**config.mk**
```make
export PLATFORM = sky130hd
export DESIGN_NAME = strobe_loader_seq
export DESIGN_NICKNAME = d
export VERILOG_FILES = /design/src/rtl/strobe_loader_seq.sv
export SDC_FILE = /design/constraint.sdc
export NUM_CORES = 1
export LEC_CHECK = 0
export ABC_CLOCK_PERIOD_IN_PS = 2900
export CAP_MARGIN = 25
export CORE_MARGIN = 3
export CORE_UTILIZATION = 40
export DETAILED_ROUTE_END_ITERATION = 10
export PLACE_DENSITY = 0.66
export SLEW_MARGIN = 20
export SYNTH_ARGS = -nofsm -noshare
export SYNTH_HDL_FRONTEND = slang
export SYNTH_SLANG_ARGS = --single-unit
```
**constraint.sdc**
```tcl
create_clock -name CLK -period 2.9 [get_ports CLK]
set_clock_uncertainty 0.05 [all_clocks]
set_input_delay 0.435 -clock CLK [delete_from_list [all_inputs] [get_ports CLK]]
set_output_delay 0.435 -clock CLK [all_outputs]
set_load 0.05 [all_outputs]
```
**src/rtl/strobe_loader_seq.sv**
```systemverilog
// strobe_loader_seq: ORs ones into word-sized fields of a grouped strobe vector.
// Each word is loaded either by a single request or by a counted burst from a base index.
// Each group of STROBES_PER_GROUP bits is split into WPG words of DATA_SIZE bits.
// The last word of a group is narrower when the group width is not a multiple of DATA_SIZE.
// Optional macro STROBE_LOADER_RANGE_CHECK_EN makes ERROR a sticky flag for out-of-range word loads.
// Without that macro ERROR is tied low, and out-of-range words still load nothing.
module strobe_loader_seq #(
  parameter int ADDRESS_SIZE      = 10,
  parameter int DATA_SIZE         = 8,
  parameter int NB_GROUPS         = 3,
  parameter int STROBES_PER_GROUP = 17
) (
  input  logic                                   CLK,
  input  logic                                   RESET,
  input  logic                                   ENABLE,
  input  logic [ADDRESS_SIZE-1:0]                ADDRESS,
  input  logic                                   BURST_START,
  input  logic [ADDRESS_SIZE-1:0]                BURST_LEN,
  input  logic                                   CLEAR,
  output logic                                   BUSY,
  output logic                                   DONE,
  output logic                                   ERROR,
  output logic [NB_GROUPS*STROBES_PER_GROUP-1:0] STROBE_OUT
);

  localparam int WPG         = (STROBES_PER_GROUP + DATA_SIZE - 1) / DATA_SIZE;
  localparam int REM         = STROBES_PER_GROUP % DATA_SIZE;
  localparam int TOTAL_WORDS = NB_GROUPS * WPG;
  localparam int W           = NB_GROUPS * STROBES_PER_GROUP;
  localparam int AW          = ADDRESS_SIZE + 1;

  typedef enum logic [1:0] {
    IDLE  = 2'd0,
    BURST = 2'd1,
    FIN   = 2'd2
  } state_t;

  state_t                  state_reg;
  logic [AW-1:0]           addr_reg;
  logic [ADDRESS_SIZE-1:0] count_reg;
  logic                    busy_reg;
  logic                    done_reg;
  logic [W-1:0]            strobe_reg;

  logic                    load_valid;
  logic [AW-1:0]           load_word;
  logic [W-1:0]            set_mask;
  logic [W-1:0]            word_mask [TOTAL_WORDS];

  // Contiguous run of ones of the given width starting at the given bit.
  function automatic logic [W-1:0] field_mask(input int base, input int width);
    logic [W-1:0] m;
    m = '0;
    for (int b = 0; b < W; b++) begin
      if (b >= base && b < base + width) m[b] = 1'b1;
    end
    return m;
  endfunction

  // One constant field per in-range word; the last slot of a group may be narrower.
  for (genvar gi = 0; gi < TOTAL_WORDS; gi++) begin : g_word
    localparam int GRP   = gi / WPG;
    localparam int SLOT  = gi % WPG;
    localparam int BASE  = GRP * STROBES_PER_GROUP + SLOT * DATA_SIZE;
    localparam int WIDTH = (SLOT == WPG - 1 && REM != 0) ? REM : DATA_SIZE;
    assign word_mask[gi] = field_mask(BASE, WIDTH);
  end

  // Select which word (if any) is loaded this cycle: single load in IDLE, burst word in BURST.
  always_comb begin
    load_valid = 1'b0;
    load_word  = '0;
    case (state_reg)
      IDLE: begin
        load_valid = ENABLE && !BURST_START;
        load_word  = {1'b0, ADDRESS};
      end
      BURST: begin
        load_valid = 1'b1;
        load_word  = addr_reg;
      end
      default: begin
        load_valid = 1'b0;
        load_word  = '0;
      end
    endcase
  end

  // Decode the selected word into its field; indices past the last word match nothing.
  always_comb begin
    set_mask = '0;
    for (int w = 0; w < TOTAL_WORDS; w++) begin
      if (load_valid && load_word == AW'(w)) set_mask = set_mask | word_mask[w];
    end
  end

  // Control FSM: IDLE accepts requests, BURST walks base..base+count-1, FIN pulses DONE.
  always_ff @(posedge CLK) begin
    if (RESET) begin
      state_reg <= IDLE;
      addr_reg  <= '0;
      count_reg <= '0;
      busy_reg  <= 1'b0;
      done_reg  <= 1'b0;
    end else begin
      done_reg <= 1'b0;
      case (state_reg)
        IDLE: begin
          if (BURST_START) begin
            if (BURST_LEN != '0) begin
              addr_reg  <= {1'b0, ADDRESS};
              count_reg <= BURST_LEN;
              busy_reg  <= 1'b1;
              state_reg <= BURST;
            end else begin
              done_reg  <= 1'b1;
              state_reg <= FIN;
            end
          end
        end
        BURST: begin
          if (CLEAR) begin
            // Abort: back to IDLE without a completion pulse.
            busy_reg  <= 1'b0;
            state_reg <= IDLE;
          end else begin
            addr_reg  <= addr_reg + AW'(1);
            count_reg <= count_reg - ADDRESS_SIZE'(1);
            if (count_reg == ADDRESS_SIZE'(1)) begin
              busy_reg  <= 1'b0;
              done_reg  <= 1'b1;
              state_reg <= FIN;
            end
          end
        end
        FIN: begin
          state_reg <= IDLE;
        end
        default: begin
          busy_reg  <= 1'b0;
          state_reg <= IDLE;
        end
      endcase
    end
  end

  // Strobe vector: CLEAR wins over any load, otherwise accumulate the selected field.
  always_ff @(posedge CLK) begin
    if (RESET || CLEAR) begin
      strobe_reg <= '0;
    end else begin
      strobe_reg <= strobe_reg | set_mask;
    end
  end

`ifdef STROBE_LOADER_RANGE_CHECK_EN
  logic error_reg;
  logic out_of_range;

  assign out_of_range = load_valid && (load_word >= AW'(TOTAL_WORDS));

  // Sticky out-of-range flag, cleared only by CLEAR or RESET.
  always_ff @(posedge CLK) begin
    if (RESET || CLEAR) begin
      error_reg <= 1'b0;
    end else if (out_of_range) begin
      error_reg <= 1'b1;
    end
  end

  assign ERROR = error_reg;
`else
  assign ERROR = 1'b0;
`endif

  assign BUSY       = busy_reg;
  assign DONE       = done_reg;
  assign STROBE_OUT = strobe_reg;

endmodule

```
* After elaboration in Yosys (flattened, before gate mapping)
Cells that the tools add are included.
Word-level totals: register bits after elaboration 76, output and inout bits 54
Cells by class: $add $sub $neg 2, equality and inequality tests 15, muxes and demuxes 34, bitwise logic cells 2, reduce and logical (&&, ||, !) cells 19
Operator list (number):
- $mux W51 | 1
- $or A51 B51 Y51 | 1
- $mux W50 | 1
- $eq A11 B3 Y1 const B | 4
- $pmux W11 S2 | 2
- $mux W42 | 1
- $mux W34 | 1
- $mux W11 | 3
- $mux W33 | 1
- $mux W10 | 3
- $mux W25 | 1
- $eq A11 B2 Y1 const B | 2
- $pmux W10 S2 | 1
- $mux W17 | 1
- $mux W16 | 1
- $add A11 B1 Y11 const B | 1
- $eq A11 B1 Y1 const B | 1
- $eq A11 B4 Y1 const B | 1
- $logic_not A11 Y1 | 1
- $eq A10 B1 Y1 const B | 1
- $logic_and A1 B1 Y1 | 10
- $reduce_bool A10 Y1 | 1
- $sub A10 B1 Y10 const B | 1
- $mux W1 | 8
- other kinds (16) | 23

* Depth between registers and ports, before layout
depth after elaboration 14, gate-level depth with buffers 7, gate-level depth less buffers 6

* Least setup slack after synthesis
Ideal clock, no wire load.
path type input-to-reg, start point in ADDRESS[6], end point reg strobe_reg[0] (netlist: STROBE_OUT[0]), setup time 0.086 ns, data arrival time 1.937 ns, required time 2.764 ns, slack 0.827 ns, stages 5, cell sequence or4_1 -> nor4_4 -> o22ai_2 -> buf_2 -> a211oi_1
Between the ends: word-level cells in the longest chain between the ends 13
Ends and longest elaborated chain:
- start: declaration | line 16 | input logic [ADDRESS_SIZE-1:0] ADDRESS,
- $pmux W11 S2 | line 73 | case (state_reg)
- $logic_not A11 Y1 | line 93 | if (load_valid && load_word == AW'(w)) set_mask = set_mask | word_mask[w];
- $logic_and A1 B1 Y1 | line 93
- $mux W8 | line 93
- $mux W16 | line 93
- $mux W17 | line 93
- $mux W25 | line 93
- $mux W33 | line 93
- $mux W34 | line 93
- $mux W42 | line 93
- $mux W50 | line 93
- $mux W51 | line 93
- $or A51 B51 Y51 | line 152 | strobe_reg <= strobe_reg | set_mask;
- end signal: assignment | line 152
- end: declaration | line 43 | logic [W-1:0] strobe_reg;
Every way passes these cells. A chain may end at the register's enable or synchronous reset.

* Final worst setup path
start point reg state_reg[0], end point reg strobe_reg[38] (netlist: STROBE_OUT[38])
Between the ends: word-level cells in the longest chain between the ends 8
Ends and longest elaborated chain:
- start: declaration | line 38 | state_t state_reg;
- start signal: assignment | line 100 | state_reg <= IDLE;
- start signal: assignment | line 114 | state_reg <= BURST;
- start signal: assignment | line 117 | state_reg <= FIN;
- $eq A2 B1 Y1 or $logic_not A2 Y1 (tied branches) | line 73
- $pmux W11 S2 | line 73
- $eq A11 B3 Y1 | line 93
- $logic_and A1 B1 Y1 (*) | line 93
- $mux W42 (*) | line 93
- $mux W50 (*) | line 93
- $mux W51 (*) | line 93
- $or A51 B51 Y51 (*) | line 152
Every way passes the cells marked *; elsewhere a longest branch is shown, timed or not.

==> reports/metrics.cfg <==
[status]
status = completed

[hold_path]
min_path_type = flip-flop to flip-flop
hold_depth = 2

[worst_setup_path]
crit_fanout = 21
start_kind = flip-flop
crit_type = flip-flop to flip-flop
crit_family = compound AO/OA/AOI/OAI gates
critPathBufInv = 0
r2r_cells = 4
cp_num_cells = 4
slowest_stage = or4b_1
cp.required_ns = 3.12
reg2reg_slack_ns = 0.43
cpPeakStageDelay_ns = 0.77
crit_arrival_ns = 2.70
path_cells = or4b_1 > o32ai_2 > o2111ai_1 > a21oi_1
critPathCaptureType = flip-flop

[place]
globalplace.congestion = 0.905
post-dp-hpwl_um = 6950
port_buffers = 77
place_area_um2 = 4480
dp_cells = 594
pre_cts_ws_ns = 0.162

[flow_run]
maxCapViolCount = 0

[global_route]
grt_max_degree = 43
grt_overflow = 0
grtUsageTotal_pct = 20.0
grt_first_pass_wirelength_um = 16200
antenna_found_initial = 0
grt_pass1_vias = 3281

[power_and_ir_drop]
total_power_mw = 2.41
pwr-share-comb_pct = 15.2
p_int_mw = 1.73
cellLeakagePower_nw = 1.56
p_switching_uw = 683
p_clk_share_pct = 38.2
p_per_area_nw_per_um2 = 511
ir_drop_mv = 0.503
seq_power_share_pct = 46.6
power_switching_share_pct = 28.3

[clock_network]
cts_buffer_depth = 2
cts-buffers-inserted = 9
postCtsHoldBufs = 0
clk_latency_ns = 0.34
h-tree-depth = 3
cts_sinks = 76
post_cts_buffers = 0
cts_root_buffer = clkbuf_8
cts.clk_slew.worst_paths_ns = 0.09
cts_resized = 0
tritoncts = yes

[finish]
nets = 529
multi_input_area_um2 = 1760
fin_cells = 611
layout-drive-gt1-share_pct = 10.3
area_growth_syn_to_layout_pct = 33.0
seqCellArea_um2 = 1520
largest_register_ffs = 51
nFillCells = 786
final_area_um2 = 4720
diodes = 0

[logic_synthesis]
synth-simple-area-share_pct = 19.4
synthDominantCellAreaShare_pct = 42.8
synth_adder_area_share_pct = 1.06
synth_cells = 421
netlist-cell-type-count = 58
synth_compound_area_share_pct = 28.9
synthTopCellsByCount = dfxtp_1, nor2_1, a21oi_1
synthXorXnorAreaFrac_pct = 0
yosys_warnings = 0
synthArstFlopShare_pct = 0
synthFlopType = dfxtp_1
ys_seq_area_share_pct = 42.8
synth-edff-count = 0
synthesis.area_um2 = 3550
synth_seq_cells = 76
synth_area_leaders = dfxtp_1, a211oi_1, nor2_1, a21oi_1, inv_1
post-synth-top-count-cell = dfxtp_1
synthMuxAreaShare_pct = 0
avgSynthCellArea_um2 = 8.44
syn_nets = 449
synth_top_cell_by_area = dfxtp_1
synth_top_family_by_area = compound AO/OA/AOI/OAI gates

[timing]
fin_crit_sh_pct = 85.3
hold_viol = 0
worst_pin_slew_ns = 0.821
fmax_ghz = 0.404
fin_ws_ns = 0.427
setup_tns_ns = 0
maxSlewHeadroom_pct = 45.0
slew_viol_final = 0
rsz0062_at_grt = no
setup_viol = 0
fin_crit_ns = 2.47

[detailed_routing]
viasPerCell = 5.65
ant_nets = 0
drc = 0
routed_wl_um = 10000
wl_per_cell_um = 16.4
drt-pass1-iter-count = 5
drt_iter0_drc = 215
vias = 3452

[floorplanning]
coreArea_um2 = 8420
dieArea_um2 = 10100
die_height_um = 100
rows = 33
initial_core_util_pct = 42.2
ioPinCount = 79
die_w_um = 100

## tightest hold or removal path, cell delays in order (launching register included)
cell     delay, ns
dfxtp_1       0.31
inv_1         0.04
a21oi_1       0.05
## power groups by stage
stage | combinational [mW] | clock (mW) | sequential (mW)
3_3_place_gp | 0.356 | 0 | 1.15
3_5_place_dp | 0.360 | 0 | 1.15
6_report | 0.368 | 0.921 | 1.12
5_1_grt | 0.402 | 0.989 | 1.13
2_1_floorplan | 0.232 | 0 | 1.14
4_1_cts | 0.363 | 0.940 | 1.12
## layer usage
metal / wire length [um] / vias to the layer above / global-route usage (%)
met5: 0 / - / 0
met4: 143 / 0 / 4.35
met3: 675 / 19 / 5.42
met1: 4500 / 1598 / 27.5
met2: 4710 / 134 / 31.5
li1: - / 1701 / -
## metrics by stage
stage	utilization, %	hold WS [ns]
2_1_floorplan	-	0.405
3_3_place_gp	53.2	0.382
3_5_place_dp	53.2	0.388
4_1_cts	56.0	0.401
5_1_grt	56.1	0.419
6_report	56.1	0.396
## worst paths after layout
kind / startpoint / endpoint
worst min-delay path: STROBE_OUT[39] / STROBE_OUT[39]
worst max-delay path: state_reg[0] / STROBE_OUT[38]
worst max register to register: state_reg[0] / STROBE_OUT[38]
worst min register to register: STROBE_OUT[39] / STROBE_OUT[39]
## cell type report
class                   instances  share of cell area, %
clock buffers                   9                   2.62
clock inverters                 7                   2.22
inverters                      38                   3.02
multi-input cells             277                   37.3
flip-flops and latches         76                   32.2
well taps                     105                   2.78
repair buffers                 99                   19.9
## logic make-up (layout without fill, tap and decap cells)
group / Yosys count / after routing
adder cells (fa/ha/maj): 3 / 3
AND/OR/NAND/NOR: 135 / 135
flip-flops: 76 / 76
AO/OA/AOI/OAI: 138 / 138
buffers and inverters: 68 / 153
other: 1 / 1
## layout by cell type, fill, tap and decap left out, drive strengths merged, types with 7 or more instances in the layout
cell           netlist  layout
buf                  9      22
nor2                59      59
o31ai                9       9
a211oi              30      30
dfxtp               76      76
a21oi               42      42
o311ai               7       7
o32ai                8       8
o21ai               11      11
inv                 38      42
nand2               15      15
nor3                17      17
clkbuf              21       9
clkdlybuf4s50        0      77
(Power assumes the default switching activity.)
